===== src/rtl/pc_sequencer.sv =====
// pc_sequencer: next-PC controller for the single-cycle core.
// Owns the program counter, holds it through a short boot window after reset,
// then steps it by PC_STEP or redirects it to jump/branch targets. It also
// handles pipeline stalls with a one-entry pending-redirect buffer, and
// halt/resume. All outputs are registered.
module pc_sequencer #(
  parameter logic [31:0] PC_STEP     = 32'd4,
  parameter int unsigned BOOT_CYCLES = 2
) (
  input  logic        Clock,
  input  logic        Reset,
  input  logic [31:0] startPC,
  input  logic        Stall,
  input  logic        Jump,
  input  logic [31:0] JumpTarget,
  input  logic        BranchTaken,
  input  logic [31:0] BranchTarget,
  input  logic        Halt,
  input  logic        Resume,
  output logic [31:0] PC,
  output logic        PCValid,
  output logic        Halted,
  output logic        RedirectPending,
  output logic        AlignFault
);

  typedef enum logic [1:0] {
    S_BOOT,
    S_RUN,
    S_STALLED,
    S_HALTED
  } state_e;

  localparam logic [3:0] BOOT_LAST = 4'(BOOT_CYCLES - 1);

  state_e      state_q, state_d;
  logic [3:0]  boot_cnt_q, boot_cnt_d;
  logic [31:0] pc_q, pc_d;
  logic        pend_valid_q, pend_valid_d;
  logic [31:0] pend_target_q, pend_target_d;
  logic        align_fault_q, align_fault_d;
  logic        pc_valid_q, pc_valid_d;
  logic        halted_q, halted_d;

  logic        live_redirect;
  logic [31:0] live_target_raw;
  logic [31:0] live_target;
  logic        live_misaligned;

  // Select the live redirect request (Jump wins over Branch) and word-align it
  always_comb begin
    live_redirect   = Jump | BranchTaken;
    live_target_raw = Jump ? JumpTarget : BranchTarget;
    live_target     = {live_target_raw[31:2], 2'b00};
    live_misaligned = (live_target_raw[1:0] != 2'b00);
  end

  // State register
  always_ff @(posedge Clock) begin
    if (Reset) begin
      state_q <= S_BOOT;
    end else begin
      state_q <= state_d;
    end
  end

  // Next-state logic: halt outranks stall; boot exits after BOOT_CYCLES cycles
  always_comb begin
    state_d = state_q;
    case (state_q)
      S_BOOT: begin
        if (boot_cnt_q == BOOT_LAST) state_d = S_RUN;
      end
      S_RUN, S_STALLED: begin
        if (Halt)       state_d = S_HALTED;
        else if (Stall) state_d = S_STALLED;
        else            state_d = S_RUN;
      end
      S_HALTED: begin
        if (Resume && !Halt) state_d = S_RUN;
      end
      default: state_d = S_BOOT;
    endcase
  end

  // Datapath: PC update, pending-redirect buffer, boot counter, sticky fault
  always_comb begin
    pc_d          = pc_q;
    boot_cnt_d    = boot_cnt_q;
    pend_valid_d  = pend_valid_q;
    pend_target_d = pend_target_q;
    align_fault_d = align_fault_q;
    case (state_q)
      S_BOOT: begin
        boot_cnt_d = boot_cnt_q + 4'd1;
      end
      S_RUN: begin
        if (Halt) begin
          // redirects arriving with Halt are dropped
        end else if (Stall) begin
          if (live_redirect) begin
            pend_valid_d  = 1'b1;
            pend_target_d = live_target;
            align_fault_d = align_fault_q | live_misaligned;
          end
        end else if (live_redirect) begin
          pc_d          = live_target;
          align_fault_d = align_fault_q | live_misaligned;
        end else begin
          pc_d = pc_q + PC_STEP;
        end
      end
      S_STALLED: begin
        if (Halt) begin
          // keep any pending redirect for after resume
        end else if (Stall) begin
          // oldest redirect wins; later ones are ignored while one is held
          if (!pend_valid_q && live_redirect) begin
            pend_valid_d  = 1'b1;
            pend_target_d = live_target;
            align_fault_d = align_fault_q | live_misaligned;
          end
        end else begin
          pend_valid_d = 1'b0;
          if (pend_valid_q) begin
            pc_d = pend_target_q;
          end else if (live_redirect) begin
            pc_d          = live_target;
            align_fault_d = align_fault_q | live_misaligned;
          end else begin
            pc_d = pc_q + PC_STEP;
          end
        end
      end
      S_HALTED: begin
        // resume refetches the held PC unless a redirect was parked
        if (Resume && !Halt && pend_valid_q) begin
          pc_d         = pend_target_q;
          pend_valid_d = 1'b0;
        end
      end
      default: ;
    endcase
  end

  // Output decode from the next state so status outputs come straight off flops
  always_comb begin
    pc_valid_d = (state_d == S_RUN) || (state_d == S_STALLED);
    halted_d   = (state_d == S_HALTED);
  end

  // Datapath and output registers
  always_ff @(posedge Clock) begin
    if (Reset) begin
      pc_q          <= startPC;
      boot_cnt_q    <= '0;
      pend_valid_q  <= 1'b0;
      pend_target_q <= '0;
      align_fault_q <= 1'b0;
      pc_valid_q    <= 1'b0;
      halted_q      <= 1'b0;
    end else begin
      pc_q          <= pc_d;
      boot_cnt_q    <= boot_cnt_d;
      pend_valid_q  <= pend_valid_d;
      pend_target_q <= pend_target_d;
      align_fault_q <= align_fault_d;
      pc_valid_q    <= pc_valid_d;
      halted_q      <= halted_d;
    end
  end

  assign PC              = pc_q;
  assign PCValid         = pc_valid_q;
  assign Halted          = halted_q;
  assign RedirectPending = pend_valid_q;
  assign AlignFault      = align_fault_q;

endmodule


===== config.mk =====
export PLATFORM = sky130hd
export DESIGN_NAME = pc_sequencer
export DESIGN_NICKNAME = d
export VERILOG_FILES = /design/src/rtl/pc_sequencer.sv
export SDC_FILE = /design/constraint.sdc
export NUM_CORES = 1
export LEC_CHECK = 0
export CORE_MARGIN = 2
export CORE_UTILIZATION = 31
export DETAILED_ROUTE_END_ITERATION = 6
export PLACE_DENSITY = 0.65
export SLEW_MARGIN = 20
export SYNTH_ARGS = -nofsm -noshare
export SYNTH_HDL_FRONTEND = slang
export SYNTH_SLANG_ARGS = --single-unit

===== constraint.sdc =====
create_clock -name Clock -period 4.1 [get_ports Clock]
set_input_delay 1.23 -clock Clock [delete_from_list [all_inputs] [get_ports Clock]]
set_output_delay 1.23 -clock Clock [all_outputs]
set_load 0.03 [all_outputs]

Word-level counts from Yosys, hierarchy flattened --
Cells that the tools add are included.
Storage, ports and cells: register bits 74, input port bits 103, output and inout port bits 36
Operators by class: add/sub/neg operators 2, equal/unequal tests 21, multiplexer cells 37, bitwise operators 2, reduce and logical (&&, ||, !) cells 16
Operators with widths (count):
- $mux 32 | 15
- $pmux 32 s3 | 1
- $pmux 32 s2 | 1
- $add 32x3->32 const B | 1
- $ne 3x3->1 const B | 7
- $ne 2x2->1 const B | 7
- $reduce_and 7->1 | 2
- $mux 1 | 13
- $eq 2x2->1 const B | 4
- $mux 2 | 4
- $pmux 2 s3 | 1
- $reduce_and 6->1 | 1
- $reduce_and 5->1 | 1
- $add 4x1->4 const B | 1
- $eq 2x1->1 const B | 2
- $eq 4x1->1 const B | 1
- $reduce_bool 2->1 | 2
- $reduce_bool 4->1 | 1
- $logic_and 1x1->1 | 3
- $pmux 1 s3 | 1
- $reduce_bool 3->1 | 1
- $logic_not 1->1 | 2
- $logic_not 2->1 | 1
- $or 1x1->1 | 2
- other kinds (3) | 3

Depth between registers and ports, before layout --
word-level depth 8, gate-level depth with buffers 10, gate-level depth less buffers 7

Worst setup path after synthesis --
Ideal clock, no wire load.
path type input port to flip-flop, from input Resume, to register pc_q[0], in the netlist PC[0] (enable), data arrival time 3.024 ns, path slack 0.648 ns, stages on the path 4, buffers on the path 0, cells stage by stage nand2_1 -> nand2_1 -> o311ai_0 -> o21bai_1
Between the ends: word-level cells in the longest chain between the ends 4
Ends and longest elaborated chain:
- start: declaration | line 19 | input logic Resume,
- $logic_and 1x1->1 (2 in a row) | line 137 | if (Resume && !Halt && pend_valid_q) begin
- $ne 3x3->1 (no line)
- $reduce_and 6->1 (no line)
- end signal: assignment | line 155 | pc_q <= startPC;
- end signal: assignment | line 163 | pc_q <= pc_d;
- end: declaration | line 38 | logic [31:0] pc_q, pc_d;
No other way between the ends. A chain may end at the register's enable or synchronous reset.

Final worst setup path --
from input BranchTaken, to register pend_target_q[16]
Between the ends: word-level cells in the longest chain between the ends 4
Ends and longest elaborated chain:
- start: declaration | line 16 | input logic BranchTaken,
- $or 1x1->1 (*) | line 52 | live_redirect = Jump | BranchTaken;
- $logic_and 1x1->1 | line 118 | if (!pend_valid_q && live_redirect) begin
- $ne 2x2->1 (no line)
- $reduce_and 7->1 (no line) (*)
- end signal: assignment | line 166 | pend_target_q <= pend_target_d;
- end: declaration | line 40 | logic [31:0] pend_target_q, pend_target_d;
Mark *: on every way between the ends. The rest lies on a longest branch, timed or not.

==> impl_metrics.yaml <==
outcome:
  outcome: "finished, final reports clean"
place:
  place.gp.congestion: 0.908
  place_ws_ns: 0.663
  port_buffers: 138
  place_area_mm2: 0.00602
  hpwl_um: 10300
finish:
  area_growth_pct: 40.0
  final_layout_size_suffix_gt1_share_pct: 5.95
  n_antenna_cell: 0
  finish.instance_area_mm2: 0.00630
  fill_cells: 1397
  nNetsFinal: 747
detailed_routing:
  drt-initial-drc-count: 329
  wirelength_um: 13900
  ant_nets: 0
  viasPerCell: 5.36
  drt-wirelength-per-cell_um: 16.9
  drcViolationCount: 0
  firstDrtPassIters: 5
  num_vias: 4412
global_routing:
  grt_pass1_vias: 4311
  grt_pass1_wl_um: 22200
  grt.total_usage_pct: 17.7
  overflow: 0
  grt_max_degree: 51
  antenna_found_initial: 0
sta:
  worst_slack_ns: 1.03
  setup_viol: 0
  tightestPinTransition_ns: 1.03
  maxSlewHeadroom_pct: 31.3
  hold_violations: 0
  slew_viol_final: 0
  rsz0062_at_grt: "no"
  fin_crit_sh_pct: 74.9
  skew_ns: 0.00770
  max_clock_freq_mhz: 325
  finalHoldWorstSlack_ns: 0.495
  layout_min_cycle_time_ns: 3.07
  setup_tns_ns: 0
setup_path:
  worstPathArrival_ns: 3.31
  critPathRequiredTime_ns: 4.34
  cp_max_fo: 27
  worstReg2RegEnd: "PC[24]"
  criticalPathCategory: "in -> reg"
  rr_worst_depth: 7
  start_kind: "input pin"
  rrSetupSlack_ns: 1.52
  reg2reg_from: "state_q[0]"
  cp-end-kind: "flop"
power:
  cellPowerDensity_mw_per_mm2: 413
  ir_drop_v: 0.000187
  p_total_mw: 2.60
  p_leak_nw: 2.24
clock_tree:
  cts_hold_buf: 0
  cts_resized: 0
  cts.sinks: 72
  root_buffer: "clkbuf_16"
  path_clk_slew_ns: 0.06
  clockBufferDepth: 2
  tritoncts: "done"
  worstSkewPairLatency_ns: 0.33
  cts-buffers-inserted: 9
  cts_setup_buffers: 0
  htree_levels: 3
logic_synthesis:
  ys_top_cells_by_area: "edfxtp_1 (21%), dfxtp_1 (18%), mux2i_1 (6.9%)"
  syn_area_mm2: 0.00450
  synth_area_per_cell_um2: 8.79
  ys.warnings.count: 0
  syn_inst: 512
  synth_top_cell_by_area: "edfxtp_1"
  ys_top_cells_by_count: "nand2_1 (54), nor2_1 (53), dfxtp_1 (40)"
  synthFlopType: "dfxtp_1"
  yosys.area.top_type_share_pct: 21.4
  syn_nets: 625
  synth-seq-cells: 72
  synth.most_common_cell: "nand2_1"
  async_flop_share_pct: 0
  synthDistinctLibCells: 49
  synth_edf_count: 32
  ys_seq_area_share_pct: 39.2
worst_hold_path:
  hold_end: "pend_target_q[19]"
  hold_path_class: "reg -> reg"
  whs_path_depth: 2
  hold_path_startpoint: "pend_target_q[19]"
die:
  die_area_mm2: 0.0155
  ios: 139
  initial_utilization_pct: 31.3
  die_h_um: 124
  die_w_um: 124
  core_mm2: 0.0144
  rows: 44
run:
  cap_violations: 0
power by group:
| part | internal (mW) | switching [mW] |
|---|---|---|
| Combinational | 0.396 | 0.473 |
| Clock | 0.409 | 0.299 |
| Sequential | 0.893 | 0.130 |
| Total | 1.70 | 0.902 |
cell type report:
| type | instances | area [um2] | share of cell area (%) |
|---|---|---|---|
| clock inverter | 5 | 33.8 | 0.536 |
| tap | 184 | 230 | 3.65 |
| inverter | 11 | 41.3 | 0.655 |
| multi-input combinational | 390 | 2540 | 40.3 |
| sequential | 72 | 1760 | 28.0 |
| clock buffer | 11 | 233 | 3.69 |
| timing repair buffer | 150 | 1460 | 23.2 |
state kept, by name (all words and copies together) (netlist names):
| signal | flops |
|---|---|
| Halted | 1 |
| pend_target_q | 30 |
| state_q | 2 |
| AlignFault | 1 |
| PCValid | 1 |
| boot_cnt_q | 4 |
| RedirectPending | 1 |
| PC | 32 |
cell usage in the layout, fill, tap and decap left out, types with 8 or more instances in the layout:
master and instances:
clkdlybuf4s50_1 136, nand2_1 54, nor2_1 53, dfxtp_1 40, a21oi_1 34, edfxtp_1 32
mux2i_1 31, o21ai_0 28, a211oi_1 27, xor2_1 25, o221ai_1 18, nand3_1 17
nand4_1 12, buf_4 12, inv_1 10, ha_1 10, clkbuf_16 9, and3_1 8
per-stage QoR:
step / instances / utilization [%]
4_1_cts: 823 / 43.8
3_3_place_gp: 807 / 41.9
3_5_place_dp: 807 / 41.9
5_1_grt: 823 / 43.8
2_1_floorplan: 512 / -
6_report: 823 / 43.8
per-layer routing:
layer	global-route usage, %	share of wire, %
met1	23.5	45
met2	28.9	46
met3	3.52	6.5
met4	5.68	1.9
met5	0	0
worst max path at each step:
stage	startpoint	endpoint	slack, ns	cells past startpoint
after floorplan	Resume	PC[0]	0.65	4
after global placement	BranchTaken	pend_target_q[22]	0.79	8
after detailed placement	BranchTaken	pend_target_q[16]	0.66	8
after CTS	BranchTaken	pend_target_q[16]	1.04	8
after global routing	BranchTaken	pend_target_q[20]	0.80	8
final	BranchTaken	pend_target_q[16]	1.03	8
cells by family after synthesis:
logic type / synth area share, %
and+or+nand+nor: 18.7
AOI/OAI and AO/OA: 21.5
DFF: 39.2
buffers and inverters: 4.89
muxes: 7.15
xor gates and xnor gates: 5.84
adders and majority gates: 2.78
critical path, cell delays in order:
cell             delay [ns]
clkdlybuf4s50_1        0.51
nor2_1                 0.06
buf_4                  0.19
a211oi_2               0.19
and2_2                 0.52
buf_4                  0.31
nor2_1                 0.06
a211oi_1               0.22
Power figures use the tool's default switching activity.
